### src/rtl/instr_mem_loader_pkg.sv
// Shared types for the instruction memory loader.
// State encoding and word geometry.
package instr_mem_loader_pkg;

  localparam int WORD_BYTES = 4;

  typedef enum logic [2:0] {
    ST_CNT_HI,
    ST_CNT_LO,
    ST_DATA,
    ST_WRITE,
    ST_DONE,
    ST_ERROR
  } state_e;

endpackage

### src/rtl/instr_mem_loader_if.sv
// Byte-stream input and memory write port of the loader.
// master = loader side, slave = host source / memory side.
interface instr_mem_loader_if;

  logic        BYTE_VALID;
  logic [7:0]  BYTE_DATA;
  logic        BYTE_READY;
  logic [31:0] A;
  logic [31:0] WD;
  logic        WE;

  modport master (
    input  BYTE_VALID,
    input  BYTE_DATA,
    output BYTE_READY,
    output A,
    output WD,
    output WE
  );

  modport slave (
    output BYTE_VALID,
    output BYTE_DATA,
    input  BYTE_READY,
    input  A,
    input  WD,
    input  WE
  );

endinterface

### src/rtl/instr_mem_loader_byte_word_assembler.sv
// Packs MSB-first bytes into a 32-bit word.
// word_o already includes the byte being accepted.
module byte_word_assembler
  import instr_mem_loader_pkg::*;
(
  input  logic        clk_i,
  input  logic        rst_i,
  input  logic        clr_i,
  input  logic        en_i,
  input  logic [7:0]  byte_i,
  output logic [31:0] word_o,
  output logic        word_complete_o
);

  logic [23:0] sr_q;
  logic [1:0]  idx_q;

  assign word_o = {sr_q, byte_i};
  assign word_complete_o =
    en_i && (idx_q == 2'(WORD_BYTES - 1));

  always_ff @(posedge clk_i) begin
    if (rst_i) begin
      sr_q  <= '0;
      idx_q <= '0;
    end else if (clr_i) begin
      idx_q <= '0;
    end else if (en_i) begin
      sr_q  <= {sr_q[15:0], byte_i};
      idx_q <= idx_q + 2'd1;
    end
  end

endmodule

### src/rtl/instr_mem_loader.sv
// Length-prefixed byte-stream loader for instruction memory.
// Holds the CPU in reset until the whole image is written.
module instr_mem_loader
  import instr_mem_loader_pkg::*;
#(
  parameter logic [31:0] BASE_ADDR = 32'h0000_0000,
  parameter int unsigned MAX_WORDS = 256
) (
  input  logic                CLOCK,
  input  logic                RESET,
  input  logic                START,
  instr_mem_loader_if.master  bus,
  output logic                CPU_HOLD,
  output logic                DONE,
  output logic                ERROR
);

  state_e      state_q;
  logic [15:0] count_q;
  logic [15:0] word_idx_q;
  logic [31:0] a_q;
  logic [31:0] wd_q;

  logic        xfer;
  logic [15:0] count_d;
  logic [31:0] word;
  logic        word_done;

  assign xfer    = bus.BYTE_VALID && bus.BYTE_READY;
  assign count_d = {count_q[15:8], bus.BYTE_DATA};

  byte_word_assembler u_asm (
    .clk_i           (CLOCK),
    .rst_i           (RESET),
    .clr_i           (state_q != ST_DATA),
    .en_i            (xfer && state_q == ST_DATA),
    .byte_i          (bus.BYTE_DATA),
    .word_o          (word),
    .word_complete_o (word_done)
  );

  always_ff @(posedge CLOCK) begin
    if (RESET) begin
      state_q    <= ST_CNT_HI;
      count_q    <= '0;
      word_idx_q <= '0;
      a_q        <= BASE_ADDR;
      wd_q       <= '0;
    end else begin
      unique case (state_q)
        ST_CNT_HI: if (xfer) begin
          count_q <= {bus.BYTE_DATA, 8'h00};
          state_q <= ST_CNT_LO;
        end
        ST_CNT_LO: if (xfer) begin
          count_q    <= count_d;
          word_idx_q <= '0;
          if (count_d == 16'd0)
            state_q <= ST_DONE;
          else if (32'(count_d) > MAX_WORDS)
            state_q <= ST_ERROR;
          else
            state_q <= ST_DATA;
        end
        // A/WD are loaded here so they are stable for the whole WRITE cycle
        ST_DATA: if (word_done) begin
          a_q     <= BASE_ADDR + {14'b0, word_idx_q, 2'b00};
          wd_q    <= word;
          state_q <= ST_WRITE;
        end
        ST_WRITE: begin
          if (word_idx_q + 16'd1 == count_q) begin
            state_q <= ST_DONE;
          end else begin
            word_idx_q <= word_idx_q + 16'd1;
            state_q    <= ST_DATA;
          end
        end
        ST_DONE, ST_ERROR: if (START)
          state_q <= ST_CNT_HI;
        default: state_q <= ST_CNT_HI;
      endcase
    end
  end

  assign bus.BYTE_READY = state_q inside
    {ST_CNT_HI, ST_CNT_LO, ST_DATA};
  assign bus.WE = (state_q == ST_WRITE);
  assign bus.A  = a_q;
  assign bus.WD = wd_q;
  assign DONE     = (state_q == ST_DONE);
  assign ERROR    = (state_q == ST_ERROR);
  assign CPU_HOLD = (state_q != ST_DONE);

endmodule
### src/flat_wrapper.sv
// flat-port wrapper written by rule: the top's interface ports become plain ports
module instr_mem_loader_flat import instr_mem_loader_pkg::*;
#(
  parameter logic [31:0] BASE_ADDR = 32'h0000_0000,
  parameter int unsigned MAX_WORDS = 256
)
  (CLOCK, RESET, START, CPU_HOLD, DONE, ERROR, bus_BYTE_VALID, bus_BYTE_DATA, bus_BYTE_READY, bus_A, bus_WD, bus_WE);
  instr_mem_loader_if bus_i ();
  input  logic CLOCK;
  input  logic RESET;
  input  logic START;
  output logic CPU_HOLD;
  output logic DONE;
  output logic ERROR;
  input wire logic [$bits(bus_i.BYTE_VALID)-1:0] bus_BYTE_VALID;
  input wire logic [$bits(bus_i.BYTE_DATA)-1:0] bus_BYTE_DATA;
  output wire logic [$bits(bus_i.BYTE_READY)-1:0] bus_BYTE_READY;
  output wire logic [$bits(bus_i.A)-1:0] bus_A;
  output wire logic [$bits(bus_i.WD)-1:0] bus_WD;
  output wire logic [$bits(bus_i.WE)-1:0] bus_WE;
  assign bus_i.BYTE_VALID = bus_BYTE_VALID;
  assign bus_i.BYTE_DATA = bus_BYTE_DATA;
  assign bus_BYTE_READY = bus_i.BYTE_READY;
  assign bus_A = bus_i.A;
  assign bus_WD = bus_i.WD;
  assign bus_WE = bus_i.WE;
  instr_mem_loader #(.BASE_ADDR(BASE_ADDR), .MAX_WORDS(MAX_WORDS)) u_core (.CLOCK(CLOCK), .RESET(RESET), .START(START), .bus(bus_i), .CPU_HOLD(CPU_HOLD), .DONE(DONE), .ERROR(ERROR));
endmodule
### config.mk
export PLATFORM = sky130hd
export DESIGN_NAME = instr_mem_loader_flat
export DESIGN_NICKNAME = d
export VERILOG_FILES = /design/src/rtl/instr_mem_loader_pkg.sv /design/src/rtl/instr_mem_loader_if.sv /design/src/rtl/instr_mem_loader_byte_word_assembler.sv /design/src/rtl/instr_mem_loader.sv /design/src/flat_wrapper.sv
export SDC_FILE = /design/constraint.sdc
export NUM_CORES = 1
export LEC_CHECK = 0
export ABC_AREA = 1
export BUFFER_PORTS_ARGS = -buffer_cell sky130_fd_sc_hd__buf_4
export CORE_MARGIN = 2
export CORE_UTILIZATION = 45
export CTS_BUF_LIST = sky130_fd_sc_hd__clkbuf_2 sky130_fd_sc_hd__clkbuf_4 sky130_fd_sc_hd__clkbuf_8
export CTS_CLUSTER_SIZE = 14
export DETAILED_ROUTE_END_ITERATION = 7
export PLACE_DENSITY = 0.66
export SYNTH_ARGS = -nofsm -noshare
export SYNTH_HDL_FRONTEND = slang
export SYNTH_SLANG_ARGS = --single-unit
### constraint.sdc
create_clock -name CLOCK -period 2.5 [get_ports CLOCK]
set_clock_uncertainty 0.2 [all_clocks]
set_input_delay 0.125 -clock CLOCK [delete_from_list [all_inputs] [get_ports CLOCK]]
set_output_delay 0.125 -clock CLOCK [all_outputs]
set_load 0.05 [all_outputs]
==> impl_results.html, run 1 <==
<table>
<tr><th>Metric</th><th>Value</th></tr>
<tr><th colspan="2">Status</th></tr>
<tr><td>Result of the run</td><td>finished clean</td></tr>
<tr><th colspan="2">Cells and area</th></tr>
<tr><td>Count of antenna diodes in the layout</td><td>0</td></tr>
<tr><td>Final core utilization</td><td>0.563</td></tr>
<tr><td>Final design instance area without fill</td><td>6100 um2</td></tr>
<tr><td>Final-stage net count</td><td>~800</td></tr>
<tr><td>Ratio of cells with drive above 1 in the final layout</td><td>0.186</td></tr>
<tr><td>Count of non-filler cells in the finished layout</td><td>about 940</td></tr>
<tr><td>Syn-to-layout area delta</td><td>21.6%</td></tr>
<tr><th colspan="2">Die</th></tr>
<tr><td>Die outline area</td><td>around 12,000 um2</td></tr>
<tr><td>Overall die width</td><td>around 110 um</td></tr>
<tr><td>Placement row count</td><td>38</td></tr>
<tr><td>Placeable core region</td><td>10,800 um2</td></tr>
<tr><td>Die H</td><td>110 um</td></tr>
<tr><td>Count of boundary I/O pins</td><td>81</td></tr>
<tr><td>Initial standard-cell utilization of the core</td><td>0.463</td></tr>
<tr><th colspan="2">STA</th></tr>
<tr><td>Share of the clock period used by the worst path after layout</td><td>0.947</td></tr>
<tr><td>Maximum clock rate</td><td>0.422 GHz</td></tr>
<tr><td>Worst hold margin</td><td>0.269 ns</td></tr>
<tr><td>Hold violation count in the final report</td><td>0</td></tr>
<tr><td>Setup violators final</td><td>0</td></tr>
<tr><td>Time the final worst path needs with I/O delays and setup</td><td>approximately 2.4 ns</td></tr>
<tr><td>Worst max-slew margin expressed relative to the limit</td><td>0.618</td></tr>
<tr><td>Number of max-slew violations in the final report</td><td>0</td></tr>
<tr><td>Worst Max-Slew Pin Slew</td><td>0.571 ns</td></tr>
<tr><th colspan="2">Pwr</th></tr>
<tr><td>Max IR drop VDD</td><td>0.000373 V</td></tr>
<tr><td>Internal power</td><td>2.38 mW</td></tr>
<tr><td>NetSw</td><td>1.13 mW</td></tr>
<tr><td>Standby leakage power</td><td>2.47 nW</td></tr>
<tr><td>P per Cell Area</td><td>574 nW/um2</td></tr>
<tr><td>Part of the total power dissipated in sequential elements</td><td>0.529</td></tr>
<tr><td>Total design power</td><td>3.50 mW</td></tr>
<tr><td>Comb pwr share</td><td>0.180</td></tr>
<tr><td>Net switching share of the total power</td><td>0.322</td></tr>
<tr><td>Fraction of power consumed by the clock network</td><td>0.290</td></tr>
<tr><th colspan="2">CTS</th></tr>
<tr><td>Maximum buffer depth of the clock tree</td><td>2</td></tr>
<tr><td>Total number of H-tree levels</td><td>3</td></tr>
<tr><td>Clock root buffer</td><td>clkbuf_8</td></tr>
<tr><td>Clock sink count</td><td>approximately 110</td></tr>
<tr><td>Worst-path clk slew</td><td>0.11 ns</td></tr>
<tr><td>Later-pin clock latency in the skew report</td><td>0.38 ns</td></tr>
<tr><td>Number of buffers inserted during clock tree synthesis</td><td>9</td></tr>
<tr><td>TritonCTS clock tree</td><td>yes</td></tr>
<tr><th colspan="2">Logic synthesis</th></tr>
<tr><td>Synth warnings</td><td>0</td></tr>
<tr><td>Synth Area per Inst</td><td>around 7.0 um2</td></tr>
<tr><td>Synth unique cells</td><td>30</td></tr>
<tr><td>Xor/xnor cell area share of the yosys netlist</td><td>0.00524</td></tr>
<tr><td>Number of storage elements in the synthesis netlist</td><td>~110</td></tr>
<tr><td>Post-synthesis mux area share</td><td>0</td></tr>
<tr><td>Main combinational cell family by area after synthesis</td><td>simple AND/OR/NAND/NOR gates</td></tr>
<tr><td>Part of the Yosys area used for sequential elements</td><td>0.435</td></tr>
<tr><td>Number of synthesized flops with an enable pin</td><td>0</td></tr>
<tr><td>Post-synthesis instance area</td><td>5020 um2</td></tr>
<tr><td>Cell count after synthesis</td><td>716</td></tr>
<tr><td>Proportion of register bits with asynchronous set or reset after synthesis</td><td>0</td></tr>
<tr><td>Area fraction in compound gates after synthesis</td><td>0.144</td></tr>
<tr><td>Synthesized-area fraction occupied by and/or/nand/nor cells</td><td>0.317</td></tr>
<tr><td>Adder and majority cell fraction of the synthesized area</td><td>0.00499</td></tr>
<tr><td>Most instantiated flip-flop cell in the synthesis netlist</td><td>dfxtp_1</td></tr>
<tr><th colspan="2">Routing</th></tr>
<tr><td>Via count</td><td>4,864</td></tr>
<tr><td>Detail Route Antenna Nets</td><td>0</td></tr>
<tr><td>Remaining routing DRC violations</td><td>0</td></tr>
<tr><td>Via-per-instance ratio</td><td>5.16</td></tr>
<tr><td>Wire length after detailed routing</td><td>approximately 14,000 um</td></tr>
<tr><td>Number of iterations in the first detailed-routing pass</td><td>5</td></tr>
<tr><td>Final routed wire length divided by cell count</td><td>approximately 15 um</td></tr>
<tr><td>Number of DRC violations after detailed-routing iteration 0</td><td>267</td></tr>
<tr><th colspan="2">Setup path</th></tr>
<tr><td>Crit path max-delay family</td><td>simple AND/OR/NAND/NOR gates</td></tr>
<tr><td>Largest stage delay, worst path</td><td>0.39 ns</td></tr>
<tr><td>Critical Path Source Type</td><td>flop</td></tr>
<tr><td>Data arrival, critical path</td><td>between 2 and 2.5 ns</td></tr>
<tr><td>Critical path's most frequent cell</td><td>nand2_1</td></tr>
<tr><td>Buffers plus inverters on the worst setup path</td><td>1</td></tr>
<tr><td>Start-to-end type of the worst setup path</td><td>flop to flop</td></tr>
<tr><td>Source of the worst register-to-register timing path</td><td>u_core.word_idx_q[1]</td></tr>
<tr><td>Worst setup path startpoint</td><td>u_core.word_idx_q[1]</td></tr>
<tr><td>Crit path max-delay cell type</td><td>dfxtp_4</td></tr>
<tr><td>Required time at the worst-slack endpoint</td><td>roughly 2.6 ns</td></tr>
<tr><td>Max Fanout on Critical Path</td><td>7</td></tr>
<tr><td>CP Cell Sequence</td><td>ha_4 -&gt; nand2_2 -&gt; nor2_4 -&gt; nand4_1 -&gt; nand2_1 -&gt; nand2_1 -&gt; nand2_1 -&gt; nand2_1 -&gt; nor2_2 -&gt; nand3_4 -&gt; nand2_4 -&gt; clkinvlp_4 -&gt; nand2_1 -&gt; a21oi_1</td></tr>
<tr><td>Crit. End Element</td><td>flop</td></tr>
<tr><th colspan="2">Global route</th></tr>
<tr><td>Via count of the first global-routing pass</td><td>around 4,400</td></tr>
<tr><td>Global route overflow</td><td>0</td></tr>
<tr><td>Antenna violations before repair</td><td>0</td></tr>
<tr><td>Maximum number of pins on one net before global-route repair</td><td>63</td></tr>
<tr><td>Global routing usage summed across all routing layers</td><td>0.236</td></tr>
<tr><td>Wire length of the first global-routing pass</td><td>21,800 um</td></tr>
<tr><th colspan="2">Place</th></tr>
<tr><td>Placed instance count</td><td>906</td></tr>
<tr><td>Total placed instance area</td><td>5650 um2</td></tr>
<tr><td>Count of port buffers added during placement</td><td>64</td></tr>
<tr><td>Final weighted congestion in routability-driven placement</td><td>0.857</td></tr>
<tr><td>Post-detailed-placement half-perimeter wirelength</td><td>9910 um</td></tr>
<tr><th colspan="2">Run</th></tr>
<tr><td>Max-cap violation count</td><td>0</td></tr>
<tr><th colspan="2">Min path</th></tr>
<tr><td>Class of the tightest hold or removal check</td><td>flop to flop</td></tr>
<tr><td>Critical hold path startpoint</td><td>u_core.u_asm.sr_q[20]</td></tr>
</table>
[layout make-up]
type,instances,area [um2]
Clock buffer,10,131
Clock inverter,6,48.8
Fill cell,1060,4740
Inverter,51,199
Multi-Input combinational cell,520,2490
Sequential cell,109,2190
Tap cell,140,175
Timing Repair Buffer,106,865
[path summary, 6_finish.rpt]
path	slack [ns]	depth (start not counted)	endpoint
min reg2reg	0.27	2	u_core.bus.WD[28]
max reg2reg	0.13	14	u_core.word_idx_q[2]
max	0.13	14	u_core.word_idx_q[2]
min	0.27	2	u_core.bus.WD[28]
[synthesized netlist by cell type (2+ instances only)]
library cell | instances | area (um2)
a211oi_1 | 6 | 45.0
a21oi_1 | 103 | 515
buf_2 | 2 | 10.0
buf_4 | 16 | 120
clkbuf_1 | 33 | 124
dfxtp_1 | 109 | 2180
ha_1 | 2 | 25.0
inv_1 | 50 | 188
nand2_1 | 208 | 781
nand2_4 | 3 | 33.8
nand3_1 | 71 | 355
nand3_2 | 5 | 50.1
nand4_1 | 13 | 81.3
nor2_1 | 45 | 169
nor2_2 | 3 | 18.8
nor2_4 | 4 | 45.0
nor3_1 | 3 | 15.0
o21ai_0 | 26 | 130
or2_2 | 2 | 12.5
xor2_1 | 2 | 17.5
[worst register-to-register path, stage by stage (launching register included)]
cell	delay, ns
dfxtp_4	0.39
ha_4	0.15
nand2_2	0.12
nor2_4	0.22
nand4_1	0.16
nand2_1	0.11
nand2_1	0.05
nand2_1	0.08
nand2_1	0.08
nor2_2	0.15
nand3_4	0.09
nand2_4	0.11
clkinvlp_4	0.18
nand2_1	0.11
a21oi_1	0.06
[what timing repair did]
action / 4_1_cts / 5_1_grt
setup endpoints to repair: 1 / 17
gates cloned: 0 / 1
endpoints found under the hold margin: 55 / 0
setup buffers: 0 / 8
gates resized for setup: 1 / 22
hold buffers: 11 / 0
pin swaps: 0 / 10
[placed cells by master (no fill, tap or decap), types with 3 or more instances in the layout]
cell	Yosys	layout
nor2_2	3	3
clkbuf_8	0	9
nand4_1	13	13
conb_1	1	16
nand2_2	1	5
nand2_1	208	204
a21oi_1	103	102
nor2_1	45	43
inv_1	50	48
nand3_1	71	69
clkinvlp_4	0	4
o21ai_0	26	26
nor3_1	3	3
buf_12	1	3
nand3_2	5	7
dfxtp_1	109	105
buf_4	16	91
dlygate4sd3_1	0	11
nor2_4	4	7
nand2_4	3	3
a211oi_1	6	6
[logic make-up after synthesis]
logic type | after synthesis
fa+ha+maj | 2
simple gates | 360
compound gates | 138
other cells | 1
buf+inv | 103
xor+xnor | 3
flops | 109
[state kept, by name (all words and copies together), names as in the netlist]
register / cells
u_core.bus.A: 16
u_core.bus.WD: 32
u_core.count_q: 16
u_core.state_q: 3
u_core.u_asm.idx_q: 2
u_core.u_asm.sr_q: 24
u_core.word_idx_q: 16
[per-layer routing]
layer / part of all wire / vias to the layer above / wire length, um / GRT usage
li1: - / 2473 / - / -
met1: 0.44 / 2202 / 6180 / 0.308
met2: 0.48 / 157 / 6720 / 0.392
met3: 0.054 / 32 / 755 / 0.0302
met4: 0.029 / 0 / 411 / 0.0986
met5: 0 / - / 0 / 0
[stage by stage]
stage / setup TNS, ns / setup slack [ns]
5_1_grt: -0.128 / -0.0467
3_3_place_gp: 0 / 0.0858
6_report: 0 / 0.131
4_1_cts: 0 / 0.0365
2_1_floorplan: 0 / 0.289
3_5_place_dp: 0 / 0.0220
[power groups by stage]
stage                     clock (mW)  combinational, mW  sequential [mW]
after global routing            1.10              0.711             1.86
final                           1.02              0.632             1.85
after global placement             0              0.600             1.89
after floorplan                    0              0.490             1.87
after CTS                       1.05              0.616             1.85
after detailed placement           0              0.601             1.89
Note: power is estimated with default switching activity, not from simulation.
==> run 2: changes to the inputs <==
--- a/config.mk
+++ b/config.mk
@@ -5,7 +5,6 @@
 export SDC_FILE = /design/constraint.sdc
 export NUM_CORES = 1
 export LEC_CHECK = 0
-export ABC_AREA = 1
 export BUFFER_PORTS_ARGS = -buffer_cell sky130_fd_sc_hd__buf_4
 export CORE_MARGIN = 2
 export CORE_UTILIZATION = 45
==> constraint.sdc (replaced) <==
create_clock -name CLOCK -period 2.25 [get_ports CLOCK]
set_clock_uncertainty 0.2 [all_clocks]
set_input_delay 0.1125 -clock CLOCK [delete_from_list [all_inputs] [get_ports CLOCK]]
set_output_delay 0.1125 -clock CLOCK [all_outputs]
set_load 0.05 [all_outputs]
==> run 2 against run 1 <==
Compared with the run above: synthesized cell count is 6.8% lower; sequential power up 7%; worst hold slack worse by 0.25 ns; routed wire length is 0.87% lower; global-route usage is 0.93 points lower; the flow now finishes with violations (negative setup slack); utilization increased by 4.7 points; via count rose by 1.0%; combinational power shrank 39%.
==> impl_results.html, run 2 <==
<table>
<tr><th>Metric</th><th>Value</th></tr>
<tr><th colspan="2">Logic synthesis</th></tr>
<tr><td>Synth unique cells</td><td>56</td></tr>
<tr><td>Largest area contributor in the netlist</td><td>dfxtp_1</td></tr>
<tr><td>Top area cells in the synthesized netlist</td><td>dfxtp_1 (43%), nand2_1 (14%), a21oi_1 (9.8%)</td></tr>
<tr><td>Cell count after synthesis</td><td>667</td></tr>
<tr><td>Part of the Yosys area used for sequential elements</td><td>0.425</td></tr>
<tr><td>Area share of the leading cell type in the synthesized netlist</td><td>0.425</td></tr>
<tr><td>Number of synthesized flops with an enable pin</td><td>0</td></tr>
<tr><td>Synth warnings</td><td>0</td></tr>
<tr><td>Number of storage elements in the synthesis netlist</td><td>109</td></tr>
<tr><td>Proportion of register bits with asynchronous set or reset after synthesis</td><td>0</td></tr>
<tr><td>Synth Area per Inst</td><td>~7.7 um2</td></tr>
<tr><td>Post-synthesis instance area</td><td>5130 um2</td></tr>
<tr><td>Leading cell type by number of instances after synthesis</td><td>nand2_1</td></tr>
<tr><td>Most instantiated flip-flop cell in the synthesis netlist</td><td>dfxtp_1</td></tr>
<tr><td>Most frequent cells after synthesis</td><td>nand2_1 (193), dfxtp_1 (109), a21oi_1 (101)</td></tr>
<tr><th colspan="2">Place</th></tr>
<tr><td>Worst setup slack before clock tree synthesis</td><td>-0.633 ns</td></tr>
<tr><td>Count of port buffers added during placement</td><td>between 60 and 70</td></tr>
<tr><td>Post-detailed-placement half-perimeter wirelength</td><td>9800 um</td></tr>
<tr><td>Final weighted congestion in routability-driven placement</td><td>a little under 0.9</td></tr>
<tr><th colspan="2">CTS</th></tr>
<tr><td>Maximum buffer depth of the clock tree</td><td>2</td></tr>
<tr><td>Number of buffers inserted during clock tree synthesis</td><td>9</td></tr>
<tr><td>Clock root buffer</td><td>clkbuf_8</td></tr>
<tr><td>TritonCTS clock tree</td><td>yes</td></tr>
<tr><td>Later-pin clock latency in the skew report</td><td>0.39 ns</td></tr>
<tr><td>Worst-path clk slew</td><td>about 0.11 ns</td></tr>
<tr><td>Total number of H-tree levels</td><td>3</td></tr>
<tr><td>Clock sink count</td><td>109</td></tr>
<tr><th colspan="2">Global route</th></tr>
<tr><td>Maximum number of pins on one net before global-route repair</td><td>61</td></tr>
<tr><td>Via count of the first global-routing pass</td><td>4,520</td></tr>
<tr><td>Global routing usage summed across all routing layers</td><td>0.227</td></tr>
<tr><td>Antenna violations before repair</td><td>0</td></tr>
<tr><td>Wire length of the first global-routing pass</td><td>22,800 um</td></tr>
<tr><td>Global route overflow</td><td>0</td></tr>
<tr><th colspan="2">STA</th></tr>
<tr><td>Time the final worst path needs with I/O delays and setup</td><td>between 2 and 3 ns</td></tr>
<tr><td>Worst Max-Slew Pin Slew</td><td>~0.60 ns</td></tr>
<tr><td>Maximum clock rate</td><td>0.363 GHz</td></tr>
<tr><td>RSZ-0062 raised after global routing</td><td>true</td></tr>
<tr><td>Hold violation count in the final report</td><td>0</td></tr>
<tr><td>Share of the clock period used by the worst path after layout</td><td>1.22</td></tr>
<tr><td>Minimum setup slack in the final design</td><td>-0.505 ns</td></tr>
<tr><td>Setup violators final</td><td>18</td></tr>
<tr><td>Worst max-slew margin expressed relative to the limit</td><td>0.599</td></tr>
<tr><td>Number of max-slew violations in the final report</td><td>0</td></tr>
<tr><th colspan="2">Routing</th></tr>
<tr><td>Final routed wire length divided by cell count</td><td>15.1 um</td></tr>
<tr><td>Wire length after detailed routing</td><td>13,900 um</td></tr>
<tr><td>Number of iterations in the first detailed-routing pass</td><td>5</td></tr>
<tr><td>Number of DRC violations after detailed-routing iteration 0</td><td>between 200 and 300</td></tr>
<tr><td>Detail Route Antenna Nets</td><td>0</td></tr>
<tr><td>Remaining routing DRC violations</td><td>0</td></tr>
<tr><td>Via count</td><td>4,915</td></tr>
<tr><td>Via-per-instance ratio</td><td>roughly 5.3</td></tr>
<tr><th colspan="2">Status</th></tr>
<tr><td>Result of the run</td><td>finished with violations</td></tr>
<tr><td>Violations in the final reports</td><td>negative setup slack</td></tr>
<tr><th colspan="2">Die</th></tr>
<tr><td>Placeable core region</td><td>11,000 um2</td></tr>
<tr><td>Placement row count</td><td>38</td></tr>
<tr><td>Die outline area</td><td>12,300 um2</td></tr>
<tr><td>Count of boundary I/O pins</td><td>81</td></tr>
<tr><td>Die H</td><td>111 um</td></tr>
<tr><td>Initial standard-cell utilization of the core</td><td>0.467</td></tr>
<tr><td>Overall die width</td><td>~110 um</td></tr>
<tr><th colspan="2">Setup path</th></tr>
<tr><td>Critical Path Source Type</td><td>flop</td></tr>
<tr><td>Max Fanout on Critical Path</td><td>8</td></tr>
<tr><td>Required time at the worst-slack endpoint</td><td>between 2 and 2.5 ns</td></tr>
<tr><td>Crit. End Element</td><td>flop</td></tr>
<tr><td>Start-to-end type of the worst setup path</td><td>flop to flop</td></tr>
<tr><td>Data arrival, critical path</td><td>about 2.8 ns</td></tr>
<tr><th colspan="2">Pwr</th></tr>
<tr><td>Max IR drop VDD</td><td>0.000323 V</td></tr>
<tr><td>P per Cell Area</td><td>558 nW/um2</td></tr>
<tr><td>Total design power</td><td>3.73 mW</td></tr>
<tr><td>Standby leakage power</td><td>2.58 nW</td></tr>
<tr><th colspan="2">Cells and area</th></tr>
<tr><td>Largest register FFs</td><td>32</td></tr>
<tr><td>Final-stage net count</td><td>792</td></tr>
<tr><td>Count of antenna diodes in the layout</td><td>0</td></tr>
<tr><td>Ratio of cells with drive above 1 in the final layout</td><td>0.264</td></tr>
<tr><td>Syn-to-layout area delta</td><td>30.4%</td></tr>
<tr><td>Highest-count cells in the layout ignoring fill and taps</td><td>nand2_1 (193), buf_4 (136), a21oi_1 (101), dfxtp_1 (97), nor2_1 (18)</td></tr>
<tr><td>Most frequent standard cell in the layout excluding fill and tap cells</td><td>nand2_1</td></tr>
<tr><th colspan="2">Min path</th></tr>
<tr><td>Class of the tightest hold or removal check</td><td>input pin to flop</td></tr>
<tr><th colspan="2">Run</th></tr>
<tr><td>Max-cap violation count</td><td>0</td></tr>
</table>
-- run 2: routing by layer --
metal	vias up	routed length (um)	global-route usage
met1	2295	6770	0.319
met3	16	669	0.0328
met2	140	6310	0.357
met4	0	207	0.0767
li1	2464	-	-
met5	-	0	0
-- run 2: layout make-up --
class	instances	area [um2]
fillers	1017	4290
multi-input cells	497	2820
flip-flops and latches	109	2200
repair buffers	156	1240
well taps	140	175
clock buffers	11	145
clock inverters	5	88.8
inverters	5	18.8
-- run 2: worst paths after layout --
kind | startpoint | end | slack (ns) | cells past startpoint
hold / removal | START | u_core.state_q[0] | 0.02 | 5
setup / recovery | u_core.word_idx_q[1] | u_core.word_idx_q[5] | -0.51 | 10
hold reg to reg | u_core.bus.WD[0] | u_core.bus.WD[0] | 0.26 | 2
setup reg to reg | u_core.word_idx_q[1] | u_core.word_idx_q[5] | -0.51 | 10
-- run 2: cells by family (layout without fill, tap and decap cells) --
group | after synthesis | in the layout | synth area share
flip-flops | 109 | 109 | 0.425
other | 1 | 16 | 0.000731
AO/OA/AOI/OAI | 145 | 145 | 0.165
buffers and inverters | 76 | 177 | 0.0726
XOR/XNOR | 23 | 23 | 0.0393
adder cells (fa/ha/maj) | 2 | 2 | 0.00487
multiplexers | 5 | 5 | 0.00975
AND/OR/NAND/NOR | 306 | 306 | 0.282
-- run 2: what timing repair did --
action,CTS,global route
pin swaps,8,7
hold buffers,9,0
endpoints found under the hold margin,35,0
buffers inserted,5,5
setup endpoints to repair,18,19
resized for setup,29,18
-- run 2: report_power, final --
| group | internal [mW] | switching (mW) | leakage [nW] |
|---|---|---|---|
| Combinational | 0.124 | 0.261 | 1.58 |
| Clock | 0.684 | 0.688 | 0.119 |
| Sequential | 1.95 | 0.0284 | 0.887 |
-- run 2: worst max-delay path, stage by stage, from the launching register on --
cell,delay (ns)
dfxtp_4,0.37
ha_4,0.18
nand3_4,0.13
or4_4,0.45
or3_1,0.32
nand4_1,0.14
a2111oi_4,0.06
buf_4,0.15
buf_6,0.12
and4b_1,0.17
or3_1,0.35
-- run 2: per-stage QoR --
step | hold slack (ns) | area, um2 | TNS (ns) | std cells | util
final | 0.0234 | 6690 | -6.63 | 923 | 0.609
after global routing | 0.0397 | 6690 | -8.84 | 923 | 0.609
after CTS | 0.000472 | 6610 | -6.24 | 919 | 0.602
after detailed placement | 0.222 | 6110 | -9.22 | 889 | 0.556
after global placement | 0.216 | 6110 | -8.68 | 889 | 0.556
after floorplan | 0.0485 | 5250 | -5.37 | 682 | -
